[config.mk]
export PLATFORM = sky130hd
export DESIGN_NAME = mem_arbiter_flat
export DESIGN_NICKNAME = d
export VERILOG_FILES = /design/src/rtl/mem_arbiter_if.sv /design/src/rtl/mem_arbiter.sv /design/src/flat_wrapper.sv
export SDC_FILE = /design/constraint.sdc
export NUM_CORES = 1
export LEC_CHECK = 0
export ABC_AREA = 0
export CAP_MARGIN = 10
export CELL_PAD_IN_SITES_DETAIL_PLACEMENT = 1
export CELL_PAD_IN_SITES_GLOBAL_PLACEMENT = 1
export CORE_AREA = 3 3 105 107
export CTS_CLUSTER_SIZE = 14
export DETAILED_ROUTE_END_ITERATION = 12
export DIE_AREA = 0 0 108 110
export PLACE_DENSITY = 0.85
export SKIP_LAST_GASP = 1
export SYNTH_ARGS = -nofsm -noshare
export SYNTH_HDL_FRONTEND = slang
export SYNTH_SLANG_ARGS = --single-unit
[constraint.sdc]
create_clock -name clk -period 5.23 [get_ports clk]
set_input_delay 0.523 -clock clk [delete_from_list [all_inputs] [get_ports clk]]
set_output_delay 0.523 -clock clk [all_outputs]
set_load 0.1 [all_outputs]
[src/rtl/mem_arbiter_if.sv]
// Signal bundle between the fetch/memory stages, mem_arbiter and the shared mem_system.
// The arbiter takes the slave view; the pipeline and memory side take the master view.
interface mem_arbiter_if;
  logic        if_req;
  logic [15:0] if_addr;
  logic [15:0] if_data;
  logic        if_done;
  logic        if_stall;

  logic        dm_rd;
  logic        dm_wr;
  logic [15:0] dm_addr;
  logic [15:0] dm_wdata;
  logic [15:0] dm_rdata;
  logic        dm_done;
  logic        dm_stall;

  logic        halt;

  logic [15:0] mem_addr;
  logic [15:0] mem_wdata;
  logic        mem_rd;
  logic        mem_wr;
  logic        mem_dump;
  logic [15:0] mem_rdata;
  logic        mem_done;
  logic        mem_stall;
  logic        mem_err;

  logic        err;

  modport slave (
    input  if_req, if_addr, dm_rd, dm_wr, dm_addr, dm_wdata, halt,
           mem_rdata, mem_done, mem_stall, mem_err,
    output if_data, if_done, if_stall, dm_rdata, dm_done, dm_stall,
           mem_addr, mem_wdata, mem_rd, mem_wr, mem_dump, err
  );

  modport master (
    output if_req, if_addr, dm_rd, dm_wr, dm_addr, dm_wdata, halt,
           mem_rdata, mem_done, mem_stall, mem_err,
    input  if_data, if_done, if_stall, dm_rdata, dm_done, dm_stall,
           mem_addr, mem_wdata, mem_rd, mem_wr, mem_dump, err
  );
endinterface

[src/rtl/mem_arbiter.sv]
// Shares one mem_system between the fetch port and the data port: one transaction at a time,
// round-robin on contention, hang detection, and a createdump pulse on HALT.
module mem_arbiter #(
  parameter int unsigned TIMEOUT    = 64,
  parameter bit          DATA_FIRST = 1'b1
) (
  input  logic         clk,
  input  logic         rst,
  mem_arbiter_if.slave io_bus
);

  typedef enum logic [2:0] {
    S_IDLE, S_WAIT_I, S_WAIT_D, S_RESP_I, S_RESP_D, S_DUMP, S_ERR
  } state_t;

  typedef enum logic {PORT_FETCH, PORT_DATA} port_t;

  localparam int            CW      = (TIMEOUT > 2) ? $clog2(TIMEOUT) : 1;
  localparam logic [CW-1:0] CNT_MAX = CW'(TIMEOUT - 1);

  state_t        r_state;
  state_t        w_next;
  port_t         r_last_grant;
  logic [CW-1:0] r_cnt;
  logic          r_wr_op;
  logic [15:0]   r_mem_addr;
  logic [15:0]   r_mem_wdata;
  logic [15:0]   r_if_data;
  logic [15:0]   r_dm_rdata;
  logic          r_mem_rd;
  logic          r_mem_wr;
  logic          r_mem_dump;

  logic          w_dm_req;
  logic          w_grant_i;
  logic          w_grant_d;
  logic          w_dump;
  logic          w_hang;
  logic          w_if_done;
  logic          w_dm_done;

  assign w_dm_req = io_bus.dm_rd | io_bus.dm_wr;
  assign w_hang   = io_bus.mem_err | (~io_bus.mem_done & (r_cnt == CNT_MAX));

  // Grants and the dump request are only ever decided in IDLE; halt wins over new requests.
  always_comb begin
    // NOTE: every signal gets a default before any branch so no latch is inferred.
    w_grant_i = 1'b0;
    w_grant_d = 1'b0;
    w_dump    = 1'b0;
    if (r_state == S_IDLE) begin
      if (io_bus.halt) begin
        w_dump = 1'b1;
      end else if (!io_bus.mem_stall) begin
        if (io_bus.if_req && w_dm_req) begin
          w_grant_d = (r_last_grant == PORT_FETCH);
          w_grant_i = (r_last_grant == PORT_DATA);
        end else begin
          w_grant_i = io_bus.if_req;
          w_grant_d = w_dm_req;
        end
      end
    end
  end

  always_ff @(posedge clk) begin
    // NOTE: sequential state uses non-blocking assignment so all flops update together.
    if (rst) r_state <= S_IDLE;
    else     r_state <= w_next;
  end

  always_comb begin
    w_next = r_state;
    unique case (r_state)
      S_IDLE: begin
        if      (w_dump)    w_next = S_DUMP;
        else if (w_grant_d) w_next = S_WAIT_D;
        else if (w_grant_i) w_next = S_WAIT_I;
      end
      S_WAIT_I: begin
        if      (w_hang)          w_next = S_ERR;
        else if (io_bus.mem_done) w_next = S_RESP_I;
      end
      S_WAIT_D: begin
        if      (w_hang)          w_next = S_ERR;
        else if (io_bus.mem_done) w_next = S_RESP_D;
      end
      S_RESP_I, S_RESP_D: w_next = S_IDLE;
      S_DUMP:             w_next = S_DUMP;
      S_ERR:              w_next = S_ERR;
      default:            w_next = S_IDLE;
    endcase
  end

  always_ff @(posedge clk) begin
    if (rst) begin
      r_last_grant <= DATA_FIRST ? PORT_FETCH : PORT_DATA;
      r_cnt        <= '0;
      r_wr_op      <= 1'b0;
      r_mem_addr   <= '0;
      r_mem_wdata  <= '0;
      r_if_data    <= '0;
      r_dm_rdata   <= '0;
      r_mem_rd     <= 1'b0;
      r_mem_wr     <= 1'b0;
      r_mem_dump   <= 1'b0;
    end else begin
      // Strobes are high only in the cycle right after the grant or dump decision.
      r_mem_rd   <= w_grant_i | (w_grant_d & ~io_bus.dm_wr);
      r_mem_wr   <= w_grant_d & io_bus.dm_wr;
      r_mem_dump <= w_dump;

      if (w_grant_i) begin
        r_mem_addr <= io_bus.if_addr;
      end
      if (w_grant_d) begin
        r_mem_addr  <= io_bus.dm_addr;
        r_mem_wdata <= io_bus.dm_wdata;
        r_wr_op     <= io_bus.dm_wr;
      end
      if (io_bus.if_req && w_dm_req && (w_grant_i || w_grant_d)) begin
        r_last_grant <= w_grant_d ? PORT_DATA : PORT_FETCH;
      end

      if (w_grant_i || w_grant_d)                      r_cnt <= '0;
      else if (r_state == S_WAIT_I || r_state == S_WAIT_D) r_cnt <= r_cnt + CW'(1);

      if (w_next == S_RESP_I)             r_if_data  <= io_bus.mem_rdata;
      if (w_next == S_RESP_D && !r_wr_op) r_dm_rdata <= io_bus.mem_rdata;
    end
  end

  always_comb begin
    w_if_done        = (r_state == S_RESP_I);
    w_dm_done        = (r_state == S_RESP_D);
    io_bus.if_done   = w_if_done;
    io_bus.dm_done   = w_dm_done;
    io_bus.if_stall  = io_bus.if_req & ~w_if_done;
    io_bus.dm_stall  = w_dm_req & ~w_dm_done;
    io_bus.err       = (r_state == S_ERR);
    io_bus.if_data   = r_if_data;
    io_bus.dm_rdata  = r_dm_rdata;
    io_bus.mem_addr  = r_mem_addr;
    io_bus.mem_wdata = r_mem_wdata;
    io_bus.mem_rd    = r_mem_rd;
    io_bus.mem_wr    = r_mem_wr;
    io_bus.mem_dump  = r_mem_dump;
  end

endmodule

[src/flat_wrapper.sv]
// flat-port wrapper written by rule: the top's interface ports become plain ports
module mem_arbiter_flat 
#(
  parameter int unsigned TIMEOUT    = 64,
  parameter bit          DATA_FIRST = 1'b1
)
  (clk, rst, io_bus_if_req, io_bus_if_addr, io_bus_dm_rd, io_bus_dm_wr, io_bus_dm_addr, io_bus_dm_wdata, io_bus_halt, io_bus_mem_rdata, io_bus_mem_done, io_bus_mem_stall, io_bus_mem_err, io_bus_if_data, io_bus_if_done, io_bus_if_stall, io_bus_dm_rdata, io_bus_dm_done, io_bus_dm_stall, io_bus_mem_addr, io_bus_mem_wdata, io_bus_mem_rd, io_bus_mem_wr, io_bus_mem_dump, io_bus_err);
  mem_arbiter_if io_bus_i ();
  input  logic clk;
  input  logic rst;
  input wire logic [$bits(io_bus_i.if_req)-1:0] io_bus_if_req;
  input wire logic [$bits(io_bus_i.if_addr)-1:0] io_bus_if_addr;
  input wire logic [$bits(io_bus_i.dm_rd)-1:0] io_bus_dm_rd;
  input wire logic [$bits(io_bus_i.dm_wr)-1:0] io_bus_dm_wr;
  input wire logic [$bits(io_bus_i.dm_addr)-1:0] io_bus_dm_addr;
  input wire logic [$bits(io_bus_i.dm_wdata)-1:0] io_bus_dm_wdata;
  input wire logic [$bits(io_bus_i.halt)-1:0] io_bus_halt;
  input wire logic [$bits(io_bus_i.mem_rdata)-1:0] io_bus_mem_rdata;
  input wire logic [$bits(io_bus_i.mem_done)-1:0] io_bus_mem_done;
  input wire logic [$bits(io_bus_i.mem_stall)-1:0] io_bus_mem_stall;
  input wire logic [$bits(io_bus_i.mem_err)-1:0] io_bus_mem_err;
  output wire logic [$bits(io_bus_i.if_data)-1:0] io_bus_if_data;
  output wire logic [$bits(io_bus_i.if_done)-1:0] io_bus_if_done;
  output wire logic [$bits(io_bus_i.if_stall)-1:0] io_bus_if_stall;
  output wire logic [$bits(io_bus_i.dm_rdata)-1:0] io_bus_dm_rdata;
  output wire logic [$bits(io_bus_i.dm_done)-1:0] io_bus_dm_done;
  output wire logic [$bits(io_bus_i.dm_stall)-1:0] io_bus_dm_stall;
  output wire logic [$bits(io_bus_i.mem_addr)-1:0] io_bus_mem_addr;
  output wire logic [$bits(io_bus_i.mem_wdata)-1:0] io_bus_mem_wdata;
  output wire logic [$bits(io_bus_i.mem_rd)-1:0] io_bus_mem_rd;
  output wire logic [$bits(io_bus_i.mem_wr)-1:0] io_bus_mem_wr;
  output wire logic [$bits(io_bus_i.mem_dump)-1:0] io_bus_mem_dump;
  output wire logic [$bits(io_bus_i.err)-1:0] io_bus_err;
  assign io_bus_i.if_req = io_bus_if_req;
  assign io_bus_i.if_addr = io_bus_if_addr;
  assign io_bus_i.dm_rd = io_bus_dm_rd;
  assign io_bus_i.dm_wr = io_bus_dm_wr;
  assign io_bus_i.dm_addr = io_bus_dm_addr;
  assign io_bus_i.dm_wdata = io_bus_dm_wdata;
  assign io_bus_i.halt = io_bus_halt;
  assign io_bus_i.mem_rdata = io_bus_mem_rdata;
  assign io_bus_i.mem_done = io_bus_mem_done;
  assign io_bus_i.mem_stall = io_bus_mem_stall;
  assign io_bus_i.mem_err = io_bus_mem_err;
  assign io_bus_if_data = io_bus_i.if_data;
  assign io_bus_if_done = io_bus_i.if_done;
  assign io_bus_if_stall = io_bus_i.if_stall;
  assign io_bus_dm_rdata = io_bus_i.dm_rdata;
  assign io_bus_dm_done = io_bus_i.dm_done;
  assign io_bus_dm_stall = io_bus_i.dm_stall;
  assign io_bus_mem_addr = io_bus_i.mem_addr;
  assign io_bus_mem_wdata = io_bus_i.mem_wdata;
  assign io_bus_mem_rd = io_bus_i.mem_rd;
  assign io_bus_mem_wr = io_bus_i.mem_wr;
  assign io_bus_mem_dump = io_bus_i.mem_dump;
  assign io_bus_err = io_bus_i.err;
  mem_arbiter #(.TIMEOUT(TIMEOUT), .DATA_FIRST(DATA_FIRST)) u_core (.clk(clk), .rst(rst), .io_bus(io_bus_i));
endmodule
; Yosys cells after proc, flatten, opt, wreduce, memory -nomap -nowiden
; Index checks and enable logic that the tools add are counted.
[op_classes]
add_sub_neg = 1
multipliers = 0
div_mod_pow = 0
order_cmp = 0
n_eq_ne = 9
shifts = 0
n_mux = 21
bitwise_logic = 13
n_reduce_logical = 9
[ops]
columns = op, count
row1 = 16-bit two-way mux, 2
row2 = 3-bit two-way mux, 7
row3 = 3-bit case mux with 5 select lines, 1
row4 = "3-bit equality test, second input constant", 4
row5 = 1-bit two-way mux, 11
row6 = "3-bit by 2-bit equality test with 1-bit output, second input constant", 3
row7 = "6-bit by 1-bit adder with 6-bit output, second input constant", 1
row8 = "6-bit equality test, second input constant", 1
row9 = 1-bit bitwise AND, 5
row10 = 1-bit inverter, 5
row11 = "3-bit by 1-bit equality test with 1-bit output, second input constant", 1
row12 = 1-bit logical AND, 3
row13 = 3-bit logical NOT, 1
row14 = 1-bit bitwise OR, 3
row15 = 1-bit logical OR, 2
row16 = 2-bit nonzero test, 1
row17 = 2-bit OR reduction, 1
row18 = 1-bit logical NOT, 1
[word_totals]
regBits = 78
latch_bits = 0
mem_bits_rw = 0
mem_bits_ro = 0
input_bits = 73
output_inout_bits = 72
elab_cells = 64
memories = 0

; Logic depth before layout (Yosys ltp)
[logic_depth]
ltp_word = 12
depth_mapped = 9

; Least setup slack after synthesis
; OpenSTA, ideal clock, no wires.
[synth_timing]
kind = reg-to-output
startpoint = reg u_core.r_state[2]
endpoint = out io_bus_dm_stall
arrival_ns = 4.278
setup_slack_ns = 0.429
stages_incl_launch_ff = 4
path_cell_list = dfxtp_1 clkbuf_1 nor3b_1 nor2_1
[synth_between]
elab_chain_len = 3
[synth_lines]
columns = element, line
row1 = from (decl), mem_arbiter.sv:21  ; state_t r_state;
row2 = from (signal assigned), mem_arbiter.sv:69  ; else r_state <= w_next;
row3 = 3-bit equality test, mem_arbiter.sv:135  ; w_dm_done = (r_state == S_RESP_D);
row4 = named net io_bus_dm_done, flat_wrapper.sv:26  ; output wire logic [$bits(io_bus_i.dm_done)-1:0] io_bus_dm_done;
row5 = 1-bit inverter, mem_arbiter.sv:139  ; io_bus.dm_stall = w_dm_req & ~w_dm_done;
row6 = 1-bit bitwise AND, mem_arbiter.sv:139
row7 = to (decl), flat_wrapper.sv:27  ; output wire logic [$bits(io_bus_i.dm_stall)-1:0] io_bus_dm_stall;
; The timed path passes the listed nets, and every way through them passes these cells.

; Worst setup path after layout
[layout_timing]
startpoint = in io_bus_dm_wr
endpoint = reg u_core.r_dm_rdata[11] (netlist: u_core.io_bus.dm_rdata[11])
[layout_between]
elab_chain_len = 12
elab_cells_between_ends = 16
classes_between = 1 x eq/ne / 12 x mux / 1 x bitwise / 2 x reduce/logical
[layout_lines]
columns = element, line
row1 = from (decl), flat_wrapper.sv:14  ; input wire logic [$bits(io_bus_i.dm_wr)-1:0] io_bus_dm_wr;
row2 = 1-bit bitwise OR *, mem_arbiter.sv:42  ; assign w_dm_req = io_bus.dm_rd | io_bus.dm_wr;
row3 = 1-bit logical AND, mem_arbiter.sv:55  ; if (io_bus.if_req && w_dm_req) begin
row4 = 1-bit two-way mux, mem_arbiter.sv:55
row5 = 1-bit two-way mux, mem_arbiter.sv:54  ; end else if (!io_bus.mem_stall) begin
row6 = 1-bit two-way mux, mem_arbiter.sv:52  ; if (io_bus.halt) begin
row7 = 1-bit two-way mux, mem_arbiter.sv:51  ; if (r_state == S_IDLE) begin
row8 = 3-bit two-way mux, mem_arbiter.sv:78  ; else if (w_grant_i) w_next = S_WAIT_I;
row9 = 3-bit two-way mux *, mem_arbiter.sv:77  ; else if (w_grant_d) w_next = S_WAIT_D;
row10 = 3-bit two-way mux *, mem_arbiter.sv:76  ; if (w_dump) w_next = S_DUMP;
row11 = 3-bit case mux with 5 select lines *, mem_arbiter.sv:74  ; unique case (r_state)
row12 = 3-bit equality test *, mem_arbiter.sv:129  ; if (w_next == S_RESP_D && !r_wr_op) r_dm_rdata <= io_bus.mem_rdata;
row13 = 1-bit logical AND *, mem_arbiter.sv:129
row14 = to (signal assigned), mem_arbiter.sv:129
row15 = to (decl), mem_arbiter.sv:29  ; logic [15:0] r_dm_rdata;
; Every way passes the cells marked *; elsewhere a longest branch is shown, timed or not.
; A chain may end at the register's enable or synchronous reset.

==> results.md <==
### Cells and area
- 1150 — Layout fillers
- 0.00156 sq mm — Seq. cell area
- 621 — final standard cell count with taps included and fillers excluded
- 49.0% — final core area utilization
- 50.9% — layout-stage area growth over the synthesis result
- 556 — post-layout net count
- 0 — number of diodes added for antenna fixing
- 0.00164 sq mm — combined area of the multi-input logic cells
- 4.54% — proportion of layout cells with a drive suffix above 1

### STA
- 0 — count of final setup violators
- 0 — Final Hold Viols
- 1.01 ns — actual slew at the worst max-slew pin
- 0.459 ns — tightest hold margin
- no — unrepaired setup endpoints after global routing
- 0 ns — setup_tns
- 58.8% — share of the clock period used by the worst path
- 2.15 ns — final worst setup slack
- 3.08 ns — post-layout min period
- 0 — Pins Over Slew Limit
- 0.0127 ns — setup clock skew after layout
- 32.3% — headroom to the max-slew limit
- 325 MHz — fmax

### Detailed routing
- 2961 — number of vias after detailed routing
- 0 — post-detailed-route DRC marker count
- 0 — number of routed nets with antenna violations
- 129 — DRC violation total after the first TritonRoute iteration
- 4.77 — vias per std cell
- 4 — total iterations of the first detailed-routing run
- 16.0 um — mean routed wirelength per cell
- 9950 um — final WL

### Power
- 1.85 nW — leakage component of the power
- 620 mW/mm^2 — PD cells
- 0.392 mV — Peak supply drop

### Die
- 108 um — Die X
- 32.5% — initial standard-cell utilization of the core
- 110 um — Die Span Y
- 0.0102 sq mm — core outline area
- 0.0119 sq mm — die outline area
- 145 — number of placed I/O pins
- 37 — number of cell rows

### Synthesis
- 0.376% — synthesized-area fraction occupied by adder cells
- simple AND/OR/NAND/NOR gates — combinational family with the most area after synthesis
- 0.00332 sq mm — Mapped Area
- 351 — instance count of the mapped netlist
- 9.47 sq um — Mean Syn Cell Area
- 47.0% — sequential element share of the synthesized area
- 0 — total number of yosys warnings
- 9.60% — compound-gate portion of the synthesized area
- 78 — Seq cells post-synth
- 41 — count of distinct cell types in the synthesized netlist
- 1.84% — Post-Synth XOR/XNOR Area
- 14.5% — proportion of synthesized area in mux cells
- 425 — post-synthesis net count
- 22.8% — simple-gate share of the synthesized area

### Setup path
- in -> reg — worst setup path category
- register — Worst Setup End Kind
- 2.29 ns — slack of the worst reg-to-reg path
- 3.33 ns — crit path DAT
- 18 — Max Fanout on Critical Path
- 5.49 ns — data required time at the worst endpoint
- input port — category of the worst setup path launch point

### Placed design
- 1.80 ns — DP Worst Slack
- 144 — number of port buffers
- 0.798 — weighted congestion at the end of routability-driven global placement
- 7330 um — post-detailed-placement half-perimeter wirelength
- 607 — number of placed instances, taps included

### Clock tree
- 0.34 ns — clk_lat worst skew
- 0.08 ns — clock slew at reported path FFs
- 0 — quantity of gates resized following cts
- 0 — number of buffers inserted to repair setup after CTS
- 78 — TritonCTS Sinks
- 2 — buffers from clock root to sink, at most
- built — clock tree from TritonCTS
- 0 — hold buffer count at cts
- 9 — clock buffer count from CTS
- sky130_fd_sc_hd__clkbuf_8 — cell at the root of the clock tree
- 3 — H-tree depth

### Global route
- 16.6% — overall global routing resource usage
- met2 — grt peak-use layer
- 0 — overall overflow remaining after global route
- 20.1% — met1 Use GR
- 52 — maximum number of pins on one net before global-route repair
- 28.2% — met2 Use GR
- 0 — number of antenna violations at the first check in global routing
- 15400 um — global-route wire length before repair
- 3068 — vias in the first global route
- 5.13% — Global Route met3 Usage

### Flow run
- 0 — Maximum Capacitance Violations

### Outcome
- finished, final reports clean — run status

### Worst hold path
- reg -> reg — worst hold path class

==> worst paths after layout <==
kind                          startpoint                          end  cells after the start
max                         io_bus_dm_wr   u_core.io_bus.dm_rdata[11]                      6
min          u_core.io_bus.mem_wdata[12]  u_core.io_bus.mem_wdata[12]                      2
max reg2reg            u_core.r_state[1]   u_core.io_bus.dm_rdata[11]                      5
min reg2reg  u_core.io_bus.mem_wdata[12]  u_core.io_bus.mem_wdata[12]                      2
==> report_power, final <==
group          switching (mW)  internal (mW)  total, mW
registers               0.107          0.740      0.847
clock network           0.209          0.264      0.473
logic                    1.32          0.477       1.79
==> per-layer routing <==
metal / wire [um] / share of wire (%)
met1: 4410 / 44
met2: 4580 / 46
met3: 835 / 8.4
met4: 132 / 1.3
met5: 0 / 0
==> area by class of cell <==
type                            instances  area share [%]
Clock inverter                          4            1.47
Timing Repair Buffer                  145            28.8
Clock buffer                           10            2.54
Sequential cell                        78            31.1
Tap cell                              136            3.39
Multi-Input combinational cell        248            32.7
==> Yosys cell counts, drive strengths merged <==
| master | instances | share of area (%) |
|---|---|---|
| nand2 | 40 | 4.5 |
| nand2b | 49 | 9.2 |
| nor3 | 4 | 0.60 |
| nor2 | 33 | 4.0 |
| clkbuf | 19 | 2.1 |
| xor2 | 4 | 1.1 |
| o2bb2ai | 1 | 0.26 |
| dfxtp | 78 | 47 |
| a22oi | 1 | 0.23 |
| nand3b | 1 | 0.23 |
| nand4 | 2 | 0.38 |
| nor4 | 1 | 0.38 |
| o21a | 1 | 0.23 |
| a311oi | 1 | 0.26 |
| and3b | 1 | 0.26 |
| nor2b | 1 | 0.19 |
| ha | 1 | 0.38 |
| a211oi | 17 | 3.8 |
| xnor2 | 3 | 0.79 |
| o22a | 1 | 0.26 |
| o21ai | 4 | 0.60 |
| nor4b | 1 | 0.26 |
| buf | 6 | 1.8 |
| and3 | 1 | 0.19 |
| and4b | 1 | 0.30 |
| nand4b | 1 | 0.26 |
| mux2i | 48 | 14 |
| nor3b | 3 | 0.68 |
| or3b | 1 | 0.26 |
| or2 | 1 | 0.19 |
| or3 | 2 | 0.53 |
| a21o | 2 | 0.45 |
| o211a | 1 | 0.53 |
| or4b | 1 | 0.41 |
| a21oi | 18 | 2.7 |
| o21bai | 1 | 0.23 |
==> layout by cell type, fill, tap and decap left out, drive strengths merged, types with 2 or more instances in the layout <==
cell             n
nor3b            3
dfxtp           78
or3              2
a21o             2
nor3             4
nand2           40
buf              2
o21ai            4
nand4            2
a211oi          17
clkinv           2
mux2i           48
clkbuf          10
xnor2            3
nand2b          49
xor2             4
clkdlybuf4s50  143
bufinv           2
a21oi           18
nor2            33
==> critical path, stage by stage <==
cell	delay [ns]
sky130_fd_sc_hd__clkdlybuf4s50_1	0.50
sky130_fd_sc_hd__o2bb2ai_1	0.30
sky130_fd_sc_hd__nor4_4	0.16
sky130_fd_sc_hd__a311oi_1	0.58
sky130_fd_sc_hd__and4b_1	0.96
sky130_fd_sc_hd__mux2i_1	0.29
==> state kept, by name, indices dropped and copies added (netlist names) <==
register and cells:
u_core.io_bus.if_data 16, u_core.io_bus.mem_wr 1, u_core.r_state 3, u_core.r_last_grant 1, u_core.r_wr_op 1, u_core.r_cnt 6, u_core.io_bus.mem_rd 1, u_core.io_bus.mem_addr 16
u_core.io_bus.mem_wdata 16, u_core.io_bus.mem_dump 1, u_core.io_bus.dm_rdata 16
==> cells by family after synthesis <==
group	after synthesis
AND/OR/NAND/NOR	144
AO/OA/AOI/OAI	48
buffers and inverters	25
flip-flops	78
XOR/XNOR	7
adder cells (fa/ha/maj)	1
multiplexers	48
==> per-stage QoR <==
stage	cell area [sq um]	power (mW)
floorplan	3320	2.26
global placement	4820	2.63
detailed placement	4820	2.66
CTS	5020	3.14
global route	5020	3.25
finish	5020	3.11
Power figures use the tool's default switching activity.
